### src/rtl/regfile_write_arbiter.sv
// regfile_write_arbiter
//   Shares the register file's single write port between two requesters
//   (req0: ALU writeback, req1: load/debug loader) using valid/ready handshakes.
//   One winner per cycle; the winning write is registered onto the port in the
//   following cycle. Writes to register $0 are accepted but discarded.
//
// Build option:
//   RR_ARB_EN  defined   -> round-robin on contention (requester != lastGrant wins)
//              undefined -> fixed priority, requester 0 wins on contention
//
// Ports:
//   clock_in, reset                 clock (rising edge), async active-high reset
//   reqN_valid/reqN_reg/reqN_data   requester N write request
//   reqN_ready                      requester N accepted this cycle (combinational)
//   regWrite/writeReg/writeData     register file write port
//   grant_id                        source of the write currently on the port
//   wr_count0/wr_count1/drop_count  saturating statistics counters
//
// FSM states (what the output stage presents):
//   IDLE   | no write on the port; writeReg/writeData hold last values
//   ISSUE0 | write captured from requester 0 on the port
//   ISSUE1 | write captured from requester 1 on the port
module regfile_write_arbiter #(
    parameter int DATA_W = 32,
    parameter int ADDR_W = 5,
    parameter int CNT_W  = 16
) (
    input  logic              clock_in,
    input  logic              reset,
    input  logic              req0_valid,
    input  logic [ADDR_W-1:0] req0_reg,
    input  logic [DATA_W-1:0] req0_data,
    output logic              req0_ready,
    input  logic              req1_valid,
    input  logic [ADDR_W-1:0] req1_reg,
    input  logic [DATA_W-1:0] req1_data,
    output logic              req1_ready,
    output logic              regWrite,
    output logic [ADDR_W-1:0] writeReg,
    output logic [DATA_W-1:0] writeData,
    output logic              grant_id,
    output logic [CNT_W-1:0]  wr_count0,
    output logic [CNT_W-1:0]  wr_count1,
    output logic [CNT_W-1:0]  drop_count
);

`ifdef RR_ARB_EN
    localparam bit RoundRobin = 1'b1;
`else
    localparam bit RoundRobin = 1'b0;
`endif

    typedef enum logic [1:0] {
        IDLE   = 2'd0,
        ISSUE0 = 2'd1,
        ISSUE1 = 2'd2
    } state_t;

    state_t             stateQ;
    state_t             stateD;
    logic               lastGrant;
    logic               grant0;
    logic               grant1;
    logic               transfer;
    logic               selIsZero;
    logic [ADDR_W-1:0]  selReg;
    logic [DATA_W-1:0]  selData;
    logic               dropQ;
    logic [ADDR_W-1:0]  writeRegQ;
    logic [DATA_W-1:0]  writeDataQ;
    logic               grantIdQ;
    logic [CNT_W-1:0]   cnt0Q;
    logic [CNT_W-1:0]   cnt1Q;
    logic [CNT_W-1:0]   dropCntQ;

    localparam logic [CNT_W-1:0] CntMax = '1;

    // Arbitration and next state. Grants are suppressed during reset so that
    // neither ready can be seen high while reset is asserted.
    always_comb begin
        grant0 = 1'b0;
        grant1 = 1'b0;
        stateD = IDLE;
        if (!reset) begin
            if (req0_valid && req1_valid) begin
                // Fixed-priority builds always take requester 0; round-robin
                // builds take whichever did not win the previous transfer.
                if (!RoundRobin || lastGrant) begin
                    grant0 = 1'b1;
                end else begin
                    grant1 = 1'b1;
                end
            end else if (req0_valid) begin
                grant0 = 1'b1;
            end else if (req1_valid) begin
                grant1 = 1'b1;
            end
        end
        if (grant0) begin
            stateD = ISSUE0;
        end else if (grant1) begin
            stateD = ISSUE1;
        end
    end

    assign req0_ready = grant0;
    assign req1_ready = grant1;
    assign transfer   = grant0 | grant1;
    assign selReg     = grant1 ? req1_reg  : req0_reg;
    assign selData    = grant1 ? req1_data : req0_data;
    assign selIsZero  = (selReg == '0);

    always_ff @(posedge clock_in or posedge reset) begin
        if (reset) begin
            stateQ <= IDLE;
        end else begin
            stateQ <= stateD;
        end
    end

    // Output stage capture. A $0 write still moves the FSM to ISSUEk but is
    // flagged so the port stays disabled and the previous index/data hold.
    always_ff @(posedge clock_in or posedge reset) begin
        if (reset) begin
            lastGrant  <= 1'b1;
            dropQ      <= 1'b0;
            writeRegQ  <= '0;
            writeDataQ <= '0;
            grantIdQ   <= 1'b0;
        end else if (transfer) begin
            lastGrant <= grant1;
            grantIdQ  <= grant1;
            dropQ     <= selIsZero;
            if (!selIsZero) begin
                writeRegQ  <= selReg;
                writeDataQ <= selData;
            end
        end
    end

    // Counters advance at the accepting edge, saturating at all-ones.
    always_ff @(posedge clock_in or posedge reset) begin
        if (reset) begin
            cnt0Q    <= '0;
            cnt1Q    <= '0;
            dropCntQ <= '0;
        end else if (transfer) begin
            if (selIsZero) begin
                if (dropCntQ != CntMax) dropCntQ <= dropCntQ + 1'b1;
            end else if (grant0) begin
                if (cnt0Q != CntMax) cnt0Q <= cnt0Q + 1'b1;
            end else begin
                if (cnt1Q != CntMax) cnt1Q <= cnt1Q + 1'b1;
            end
        end
    end

    // regWrite is decoded from the async-reset state so it falls the moment
    // reset rises, discarding any captured but uncommitted write.
    assign regWrite   = (stateQ != IDLE) && !dropQ;
    assign writeReg   = writeRegQ;
    assign writeData  = writeDataQ;
    assign grant_id   = grantIdQ;
    assign wr_count0  = cnt0Q;
    assign wr_count1  = cnt1Q;
    assign drop_count = dropCntQ;

endmodule

### config.mk
export PLATFORM = sky130hd
export DESIGN_NAME = regfile_write_arbiter
export DESIGN_NICKNAME = d
export VERILOG_FILES = /design/src/rtl/regfile_write_arbiter.sv
export SDC_FILE = /design/constraint.sdc
export NUM_CORES = 1
export LEC_CHECK = 0
export ABC_AREA = 1
export CORE_UTILIZATION = 45
export DETAILED_ROUTE_END_ITERATION = 12
export GPL_TIMING_DRIVEN = 0
export PLACE_DENSITY = 0.79
export SLEW_MARGIN = 40
export SYNTH_ARGS = -nofsm -noshare
export SYNTH_HDL_FRONTEND = slang
export SYNTH_SLANG_ARGS = --single-unit
### constraint.sdc
create_clock -name clock_in -period 3.3 [get_ports clock_in]
set_input_delay 0.495 -clock clock_in [delete_from_list [all_inputs] [get_ports clock_in]]
set_output_delay 0.495 -clock clock_in [all_outputs]
set_load 0.05 [all_outputs]
---- After elaboration in Yosys (flattened, before gate mapping) ----
Cells that the tools add are included.
word-level totals
  output and inout port bits .............. 89
  register bits after elaboration ......... 89
  logic and storage cells ................. 37
  input bits .............................. 78
operators by class
  add/subtract/negate cells ............... 3
  multiplexer cells ....................... 11
  bitwise gates (word level) .............. 3
  reduce and logical (&&, ||, !) cells .... 9
  eq/ne operators ......................... 3
operators with widths
  operator                                                         number
  16-bit by 1-bit adder with 16-bit output, second input constant  3
  16-bit != test, second input constant                            3
  32-bit 2-to-1 mux                                                1
  4-bit AND reduction                                              2
  1-bit 2-to-1 mux                                                 7
  5-bit logical NOT                                                1
  5-bit 2-to-1 mux                                                 1
  2-bit 2-to-1 mux                                                 2
  3-bit AND reduction                                              1
  1-bit logical AND                                                2
  1-bit inverter                                                   2
  2-bit AND reduction                                              1
  2-bit nonzero test                                               1
  1-bit logical NOT                                                1
  1-bit OR                                                         1

---- Logic depth before layout (Yosys ltp) ----
Gate-level depths: netlist (run 1).
  word-level depth ........................ 8
  gate-level depth with buffers ........... 12
  gate-level depth less buffers ........... 11

---- Worst setup path after synthesis (run 1) ----
No wires, ideal clock.
  path type ............................... input port to output port
  start point ............................. input port reset
  end point ............................... output port req1_ready
  path buffers ............................ 1
  arrival time ............................ 2.678 ns
  required time ........................... 2.805 ns
  stages on the path ...................... 4
  slack ................................... 0.127 ns
  path through ............................ inv_2 nand2_1 nor2_4 buf_1
on the way
  word-level cells in the longest chain between the ends .. 1
ends and longest elaborated chain
  item                line  text
  start: declaration  29    input logic reset,
  1-bit 2-to-1 mux    84    if (!reset) begin
  end: declaration    37    output logic req1_ready,
Every way passes these cells.

---- Final worst setup path (run 1) ----
Ends and elaborated chain as after synthesis.

==> run_results.csv, run 1 <==
group,metric,value,unit
worst_setup_path,cp-start-kind,"input port",
sta,layout_min_cycle_time,2.86,ns
synthesis,avgSynthCellArea,7.03,um^2
floorplanning,io_pins,167,
sta,maxSlewViolCount,0,
drt,routed_via_density,4.76,
worst_hold_path,min_path_cells,2,
floorplanning,rows,38,
cts,cts_made_buffers,9,
finish,fillCellCount,989,
synthesis,synth_xor_area_share,5.76,%
synthesis,ys_seq_area_share,44.4,%
cts,clk_root_buffer_cell,"clkbuf_8",
synthesis,synth-seq-cells,89,
global_routing,grt_overflow_total,0,
power_and_ir_drop,power_density,450,mW/mm^2
synthesis,muxShareOfSynthArea,0,%
placement,hpwl,10000,um
synthesis,synth_largest_area_cell,"dfrtp_1",
drt,num_vias,4925,
placement,portBuffers,166,
sta,whs,0.481,ns
global_routing,grt_pass1_vias,4786,
synthesis,postSynthCellCount,714,
floorplanning,start_util,46.3,%
cts,cts_setup_buffers,0,
sta,slew_headroom,56.2,%
sta,layout_worst_path_cycle_share,86.5,%
synthesis,synth_top_family_by_area,"simple AND/OR/NAND/NOR gates",
power_and_ir_drop,power.total,0.00318,W
synthesis,synth_area,0.00502,mm^2
floorplanning,die_y,108,um
drt,drt-initial-drc-count,313,
cts,cts_tree,"done",
synthesis,syn_nets,795,
synthesis,ys_warn_count,0,
synthesis,synthSimpleGateAreaFrac,43.6,%
synthesis,synth_adder_area_share,0.748,%
worst_hold_path,hold_path_class,"reg -> reg",
worst_setup_path,crit_fanout,38,
worst_setup_path,critPathRequiredTime,2.80,ns
drt,drc,0,
worst_setup_path,path_class,"in -> out",
cts,htreeDepth,3,
finish,final_nets,972,
cts,insertion_delay,0.36,ns
flow_run,maxCapViolCount,0,
drt,ant_nets,0,
sta,timing.fmax,0.350,GHz
floorplanning,fp.dieW,108,um
synthesis,synth_compound_area_share,0.399,%
sta,finClkSkew,0.0165,ns
sta,rsz0062_at_grt,"false",
finish,drive_gt1_share,5.47,%
global_routing,track_usage,24.7,%
worst_setup_path,critPathArrivalTime,2.36,ns
drt,wl_per_cell,12.8,um
worst_setup_path,end_kind,"output pin",
synthesis,netlist.area_leader.share,44.4,%
finish,regArea,0.00223,mm^2
global_routing,grt_pass1_wl,22500,um
drt,dr.pass1.iters,5,
finish,multiInputGateArea,0.00254,mm^2
cts,clk_path_buf_depth,2,
worst_setup_path,reg2reg_depth,8,
floorplanning,dieArea,0.0116,mm^2
finish,antenna_cells,0,
sta,setup_viol,0,
floorplanning,fp.coreArea,0.0108,mm^2
cts,path_clk_slew,0.08,ns
power_and_ir_drop,p_leak,3.51,nW
placement,place.gp.congestion,0.857,
global_routing,antenna_found_initial,0,
sta,worst_slew_pin_slew,0.652,ns
global_routing,grt_max_degree,55,
outcome,status,"completed",
cts,clock_sinks,89,
synthesis,ys_types,25,
finish,area_growth,41.1,%
power_and_ir_drop,peakVddDrop,0.000332,V
synthesis,synthTopCellsByArea,"dfrtp_1, nand2_1, nand3_1, xor2_1, nor2_1",
sta,hold_viol,0,
drt,drt_wl_total,13300,um
==> layer usage <==
| metal | track usage, % | up-vias | share of wire, % |
|---|---|---|---|
| met1 | 31.9 | 2214 | 44 |
| met3 | 5.33 | 16 | 6.1 |
| li1 | - | 2558 | - |
| met4 | 7.83 | 0 | 1.6 |
| met2 | 41.2 | 137 | 48 |
| met5 | 0 | - | 0 |
==> through the flow <==
stage               setup TNS [ns]  util (%)  setup WS, ns  cells  instance area [um^2]
global route                     0      65.3         0.265   1035                  7080
global placement            -83.65      63.2         -1.63   1020                  6850
finish                           0      65.3         0.445   1035                  7080
detailed placement          -0.319      63.5        -0.319   1021                  6890
floorplan                        0         -         0.127    714                  5020
CTS                              0      65.3         0.115   1036                  7080
==> state kept, by name, indices dropped and copies added (netlist names) <==
name / flops
writeData: 32
drop_count: 16
wr_count0: 16
wr_count1: 16
writeReg: 5
stateQ: 2
dropQ: 1
grant_id: 1
==> critical path, cell delays in order <==
cell and delay (ns):
clkdlybuf4s50_1 0.52, clkinv_4 0.33, nand2_1 0.17, nor2_4 0.38
clkdlybuf4s15_2 0.44
==> cell usage after synthesis <==
library cell,instances
nand3b_1,2
buf_6,3
nor2_1,44
nand2_1,403
buf_4,2
nor3b_1,1
nand2_4,4
o21ai_1,2
clkbuf_1,5
xnor2_1,14
o21ai_0,2
xor2_1,19
nand4_2,2
inv_1,30
buf_1,5
nor3_1,3
nand3_1,37
buf_2,8
nand3_2,1
nor2_4,3
ha_1,3
inv_2,4
dfrtp_1,89
nor2_2,6
nand4_1,22
==> timing repair <==
action	CTS	global route
hold buffers	0	0
setup endpoints to repair	1	1
resized for setup	3	1
hold endpoints to repair	0	0
==> cells in the final DEF (no fill, tap or decap), types with 10 or more instances in the layout <==
cell type,Yosys,layout
nand4_1,22,22
nand3_1,37,37
dfrtp_1,89,89
nand2_1,403,403
clkdlybuf4s50_1,0,165
xor2_1,19,19
clkbuf_8,0,10
nor2_1,44,44
inv_1,30,30
xnor2_1,14,14
==> final timing paths <==
| check | endpoint | slack (ns) | from |
|---|---|---|---|
| min reg2reg | writeReg[0]$_DFFE_PP0P_ | 0.48 | writeReg[0]$_DFFE_PP0P_ |
| max in group asynchronous | writeData[1]$_DFFE_PP0P_ | 2.14 | reset |
| min | writeReg[0]$_DFFE_PP0P_ | 0.48 | writeReg[0]$_DFFE_PP0P_ |
| max | req1_ready | 0.44 | reset |
| max reg2reg | drop_count[7]$_DFFE_PP0P_ | 1.12 | drop_count[0]$_DFFE_PP0P_ |
| min in group asynchronous | drop_count[1]$_DFFE_PP0P_ | 0.58 | reset |
==> power breakdown <==
part | leakage (nW) | internal [W] | switching, W
Sequential | 1.17 | 0.00121 | 0.000106
Combinational | 2.25 | 0.000396 | 0.000714
Clock | 0.0916 | 0.000368 | 0.000388
==> area by class of cell <==
class	instances	share of cell area, %
clock buffer	11	2.00
timing repair buffer	167	23.9
multi-input combinational	568	35.8
tap	140	2.47
buffer	22	1.73
sequential	89	31.5
inverter	34	1.87
clock inverter	4	0.760
==> cell families (layout without fill, tap and decap cells) <==
family	Yosys count	after routing
flops	89	89
xor+xnor	33	33
simple gates	528	528
fa+ha+maj	3	3
compound gates	4	4
buf+inv	57	238
Note: power is estimated with default switching activity, not from simulation.
==> run 2: changes to the inputs <==
ABC_CLOCK_PERIOD_IN_PS = 3300   (was unset)
CTS_BUF_LIST = sky130_fd_sc_hd__clkbuf_8   (was unset)
==> run 2 against run 1 <==
  * Via count rose by 0.59%
  * Clock-buffer cell count is 1 lower
  * Clock power is essentially flat
  * Sequential power barely moved
  * Register-to-register slack about the same
  * Fmax shrank 0.25%
  * Die area is the same
  * Clock skew is essentially flat
  * Critical path depth stayed put
  * Final cell count is the same
  * Critical path type unchanged
  * Largest power group unchanged
  * Highest routed layer unchanged
==> run_results.csv, run 2 (same netlist as run 1, synthesis figures left out) <==
group,metric,value,unit
cts,cts_tree,"done",
placement,place.gp.congestion,0.857,
finish,final_cell_mix,"nand2_1, clkdlybuf4s50_1, dfrtp_1",
sta,hold_viol,0,
global_routing,antenna_found_initial,0,
cts,clock_sinks,89,
global_routing,grt_max_degree,55,
global_routing,track_usage,24.7,%
placement,hpwl,10000,um
global_routing,grt-busiest-layer,"met2",
finish,final_common_cell,"nand2_1",
flow_run,maxCapViolCount,0,
drt,dr.pass1.iters,4,
floorplanning,fp.coreArea,0.0108,mm^2
cts,insertion_delay,0.36,ns
global_routing,use_met3,5.33,%
worst_setup_path,cp-endpoint,"req1_ready",
finish,drive_gt1_share,5.47,%
worst_setup_path,crit_cells,5,
drt,drc,0,
finish,multiInputGateArea,0.00254,mm^2
power_and_ir_drop,power_density,449,mW/mm^2
sta,slew_headroom,56.2,%
finish,fillCellCount,989,
sta,setup_viol,0,
sta,finClkSkew,0.0161,ns
worst_setup_path,critPathRequiredTime,2.80,ns
drt,num_vias,4954,
floorplanning,dieArea,0.0116,mm^2
sta,layout_min_cycle_time,2.86,ns
worst_hold_path,hold_path_class,"reg -> reg",
drt,wl_per_cell,12.8,um
drt,routed_via_density,4.79,
sta,timing.fmax,0.349,GHz
outcome,status,"completed",
worst_setup_path,cp-startpoint,"reset",
cts,path_clk_slew,0.08,ns
power_and_ir_drop,p_leak,3.52,nW
drt,ant_nets,0,
finish,final_nets,972,
floorplanning,die_y,108,um
cts,cts_made_buffers,9,
global_routing,grt_pass1_wl,22500,um
worst_setup_path,crit_fanout,38,
sta,maxSlewViolCount,0,
global_routing,grt_pass1_vias,4788,
worst_setup_path,cp_cell_sequence,"clkdlybuf4s50_1 > clkinv_4 > nand2_1 > nor2_4 > clkdlybuf4s15_2",
cts,clk_root_buffer_cell,"clkbuf_8",
sta,worst_slew_pin_slew,0.653,ns
floorplanning,start_util,46.3,%
power_and_ir_drop,peakVddDrop,0.000332,V
worst_setup_path,cp_slowest_stage_delay,0.52,ns
sta,rsz0062_at_grt,"false",
finish,area_growth,41.1,%
drt,drt_wl_total,13300,um
drt,drt-initial-drc-count,330,
sta,fin_ws,0.438,ns
cts,clk_path_buf_depth,2,
finish,antenna_cells,0,
worst_setup_path,cp-start-kind,"input port",
worst_setup_path,slowest_stage,"clkdlybuf4s50_1",
worst_setup_path,reg2reg_to,"drop_count[7]$_DFFE_PP0P_",
floorplanning,fp.dieW,108,um
worst_setup_path,rr_startpoint,"drop_count[0]$_DFFE_PP0P_",
finish,regArea,0.00223,mm^2
worst_setup_path,cp_num_buf_inv,3,
sta,layout_worst_path_cycle_share,86.7,%
worst_setup_path,cp_top_family,"buffers and inverters",
floorplanning,io_pins,167,
finish,largest_reg_flops,32,
global_routing,grtUsageMet2,41.2,%
worst_setup_path,critPathArrivalTime,2.37,ns
worst_setup_path,end_kind,"output pin",
global_routing,grt_overflow_total,0,
placement,pre_cts_slack,-0.319,ns
finish,final_core_util,65.3,%
finish,design_area,0.00708,mm^2
global_routing,met1_usage,31.9,%
placement,portBuffers,166,
floorplanning,rows,38,
cts,cts_setup_buffers,0,
worst_setup_path,regToRegSetupSlack,1.11,ns
worst_setup_path,path_class,"in -> out",
worst_hold_path,min-delay-start,"writeReg[0]$_DFFE_PP0P_",
placement,place_area,0.00689,mm^2
cts,htreeDepth,3,
worst_setup_path,reg2reg_depth,8,
[run 2: cell count changes in the layout (fill, tap and decap cells not counted)]
cell | previous run | this run
clkbuf_1 | 6 | 5
inv_1 | 30 | 31
[run 2: area by class of cell]
class | count | area share (%)
clock buffers | 10 | 1.94
inverters | 34 | 1.87
flip-flops and latches | 89 | 31.5
clock inverters | 5 | 0.813
multi-input cells | 568 | 35.8
well taps | 140 | 2.47
repair buffers | 167 | 23.9
plain buffers | 22 | 1.73
[run 2: report_power, final]
group / internal, W / leakage (nW) / switching [W]
Sequential: 0.00121 / 1.17 / 0.000106
Clock: 0.000365 / 0.0958 / 0.000389
Combinational: 0.000396 / 2.25 / 0.000714
[run 2: metrics by stage]
stage | std cells | TNS, ns | hold WS (ns) | power [W]
after detailed placement | 1021 | -0.319 | 0.461 | 0.00246
after CTS | 1036 | 0 | 0.482 | 0.00321
after floorplan | 714 | 0 | 0.482 | 0.00202
after global placement | 1020 | -83.65 | 0.454 | 0.00243
after global routing | 1035 | 0 | 0.502 | 0.00333
final | 1035 | 0 | 0.481 | 0.00318
[run 2: worst min-delay path by stage]
stage	to	slack, ns	cells past startpoint
6_report	writeReg[0]$_DFFE_PP0P_	0.48	2
5_1_grt	writeData[17]$_DFFE_PP0P_	0.50	2
4_1_cts	writeReg[0]$_DFFE_PP0P_	0.48	2
3_5_place_dp	writeReg[0]$_DFFE_PP0P_	0.46	2
3_3_place_gp	writeReg[0]$_DFFE_PP0P_	0.45	2
2_1_floorplan	dropQ$_DFFE_PP0P_	0.48	2
[run 2: routing by layer]
layer / wire length, um / share of wire (%)
met5: 0 / 0
met4: 221 / 1.7
met3: 775 / 5.8
met2: 6420 / 48
met1: 5850 / 44
[run 2: worst min-delay path: stages (launching register included)]
cell and delay, ns:
dfrtp_1 0.35, nand2_1 0.05, nand2_1 0.05
[run 2: what timing repair did]
action | CTS | global route
setup endpoints to repair | 1 | 1
gates resized for setup | 3 | 1
hold buffers | 0 | 0
==> run 3: changes to the inputs <==
CAP_MARGIN = 10   (was unset)
GPL_TIMING_DRIVEN = unset   (was 0)
PLACE_DENSITY = 0.9   (was 0.79)
==> run 3 against run 2 <==
  * First-iteration DRC count fell by 32%
  * Routed wire length fell by 1.5%
  * Setup slack improved by 0.18 ns
  * Sequential power barely moved
  * Final area fell by 0.14%
  * Utilization fell by 0.092 points
  * Sequential share of layout area barely moved
  * Die area did not move
  * Via count rose by 1.0%
  * Sequential cell count did not move
  * Critical path depth fell by 1
  * Power rose by 5.2%
  * Critical endpoint is now req0_ready
  * Largest cell class unchanged
  * Largest power group unchanged
==> run_results.csv, run 3 (same netlist as run 1, synthesis figures left out) <==
group,metric,value,unit
worst_setup_path,end_kind,"output pin",
finish,area_growth,40.9,%
placement,place_area,0.00681,mm^2
global_routing,grt-busiest-layer,"met2",
power_and_ir_drop,p_leak,3.51,nW
power_and_ir_drop,combinationalPowerShare,32.9,%
worst_setup_path,path_class,"in -> out",
placement,place.gp.congestion,0.872,
cts,cts_tree,"done",
sta,finalSetupTns,0,ns
cts,path_clk_slew,0.09,ns
global_routing,grtUsageMet2,38.7,%
floorplanning,io_pins,167,
floorplanning,fp.dieW,108,um
finish,fillCellCount,955,
worst_setup_path,regToRegSetupSlack,1.38,ns
drt,num_vias,5004,
drt,drt-initial-drc-count,224,
power_and_ir_drop,clockPowerShare,27.7,%
sta,timing.fmax,0.373,GHz
global_routing,grt_pass1_wl,21700,um
power_and_ir_drop,peakVddDrop,0.000403,V
cts,cts_hold_buf,0,
drt,drt_wl_total,13100,um
sta,slew_headroom,58.4,%
placement,pre_cts_slack,0.514,ns
sta,worst_slew_pin_slew,0.623,ns
finish,final_common_cell,"nand2_1",
sta,fin_ws,0.617,ns
global_routing,met1_usage,29.8,%
sta,whs,0.484,ns
floorplanning,dieArea,0.0116,mm^2
global_routing,grt_max_degree,62,
worst_setup_path,rr_startpoint,"wr_count0[0]$_DFFE_PP0P_",
outcome,status,"completed",
cts,clk_root_buffer_cell,"clkbuf_8",
worst_setup_path,critPathArrivalTime,2.19,ns
power_and_ir_drop,power_density,473,mW/mm^2
finish,design_area,0.00707,mm^2
placement,hpwl,9560,um
worst_setup_path,cp-endpoint,"req0_ready",
worst_setup_path,reg2reg_depth,10,
finish,antenna_cells,0,
worst_setup_path,crit_fanout,4,
cts,cts_made_buffers,9,
finish,stdcell_count,1023,
global_routing,track_usage,23.6,%
placement,placed_cells,1007,
power_and_ir_drop,swShare,36.5,%
worst_hold_path,min-delay-start,"writeData[20]$_DFFE_PP0P_",
power_and_ir_drop,seqPwrFrac,39.3,%
global_routing,grt_overflow_total,0,
placement,portBuffers,166,
finish,multiInputGateArea,0.00254,mm^2
drt,ant_nets,0,
global_routing,use_met3,5.39,%
cts,clk_path_buf_depth,2,
floorplanning,rows,38,
sta,maxSlewViolCount,0,
floorplanning,die_y,108,um
floorplanning,start_util,46.3,%
worst_setup_path,critPathRequiredTime,2.80,ns
sta,setup_viol,0,
sta,rsz0062_at_grt,"false",
sta,layout_min_cycle_time,2.68,ns
sta,layout_worst_path_cycle_share,81.3,%
finish,largest_reg_flops,32,
worst_setup_path,reg2reg_to,"wr_count0[6]$_DFFE_PP0P_",
finish,final_cell_mix,"nand2_1, clkdlybuf4s50_1, dfrtp_1",
power_and_ir_drop,intPower,0.00212,W
worst_setup_path,cp-startpoint,"req0_valid",
cts,htreeDepth,3,
flow_run,maxCapViolCount,0,
global_routing,grt_pass1_vias,4599,
cts,cts_setup_buffers,0,
drt,routed_via_density,4.89,
floorplanning,fp.coreArea,0.0108,mm^2
sta,hold_viol,0,
global_routing,antenna_found_initial,0,
drt,wl_per_cell,12.8,um
sta,finClkSkew,0.0101,ns
drt,drc,0,
cts,clock_sinks,89,
power_and_ir_drop,switchingPower,0.00122,W
worst_setup_path,cp-start-kind,"input port",
finish,final_nets,959,
drt,dr.pass1.iters,5,
finish,regArea,0.00223,mm^2
cts,cts_resized,0,
worst_hold_path,hold_path_class,"reg -> reg",
finish,drive_gt1_share,5.32,%
cts,insertion_delay,0.36,ns
run 3: cell count changes in the layout (fill, tap and decap cells not counted), sizes merged:
cell / previous run / this run
buf: 18 / 11
clkinv: 2 / 1
bufinv: 1 / 3
clkdlybuf4s15: 1 / 0
clkbuf: 15 / 10
run 3: power by group through the flow:
stage / sequential (W) / clock (W) / combinational [W]
floorplan: 0.00174 / 0 / 0.000282
global placement: 0.00133 / 0 / 0.00109
detailed placement: 0.00133 / 0 / 0.00111
CTS: 0.00132 / 0.000948 / 0.00111
global route: 0.00134 / 0.000991 / 0.00118
finish: 0.00132 / 0.000929 / 0.00110
run 3: routing by layer:
layer / share of wire (%) / wire length [um]
met1: 43 / 5560
met2: 49 / 6390
met3: 5.8 / 760
met4: 2.7 / 357
met5: 0 / 0
run 3: worst max-delay path, cell delays in order:
cell             delay [ns]
clkdlybuf4s50_1        0.57
inv_2                  0.09
nor2_1                 0.17
clkdlybuf4s50_1        0.87
run 3: cell type report:
cell class	count	share of cell area (%)
Clock buffer	10	1.95
Clock inverter	6	1.61
Inverter	34	1.82
Multi-Input combinational cell	568	35.9
Sequential cell	89	31.5
Tap cell	140	2.48
Timing Repair Buffer	176	24.8
run 3: worst min-delay path by stage:
stage | slack (ns) | endpoint | cells after the start
CTS | 0.49 | writeData[20]$_DFFE_PP0P_ | 2
global placement | 0.46 | writeReg[0]$_DFFE_PP0P_ | 2
detailed placement | 0.46 | writeData[20]$_DFFE_PP0P_ | 2
floorplan | 0.48 | dropQ$_DFFE_PP0P_ | 2
finish | 0.48 | writeData[20]$_DFFE_PP0P_ | 2
global route | 0.51 | writeData[20]$_DFFE_PP0P_ | 2
run 3: metrics by stage:
stage	utilization, %	power, W
2_1_floorplan	-	0.00202
3_3_place_gp	62.9	0.00242
3_5_place_dp	62.9	0.00244
4_1_cts	65.2	0.00337
5_1_grt	65.2	0.00351
6_report	65.2	0.00335
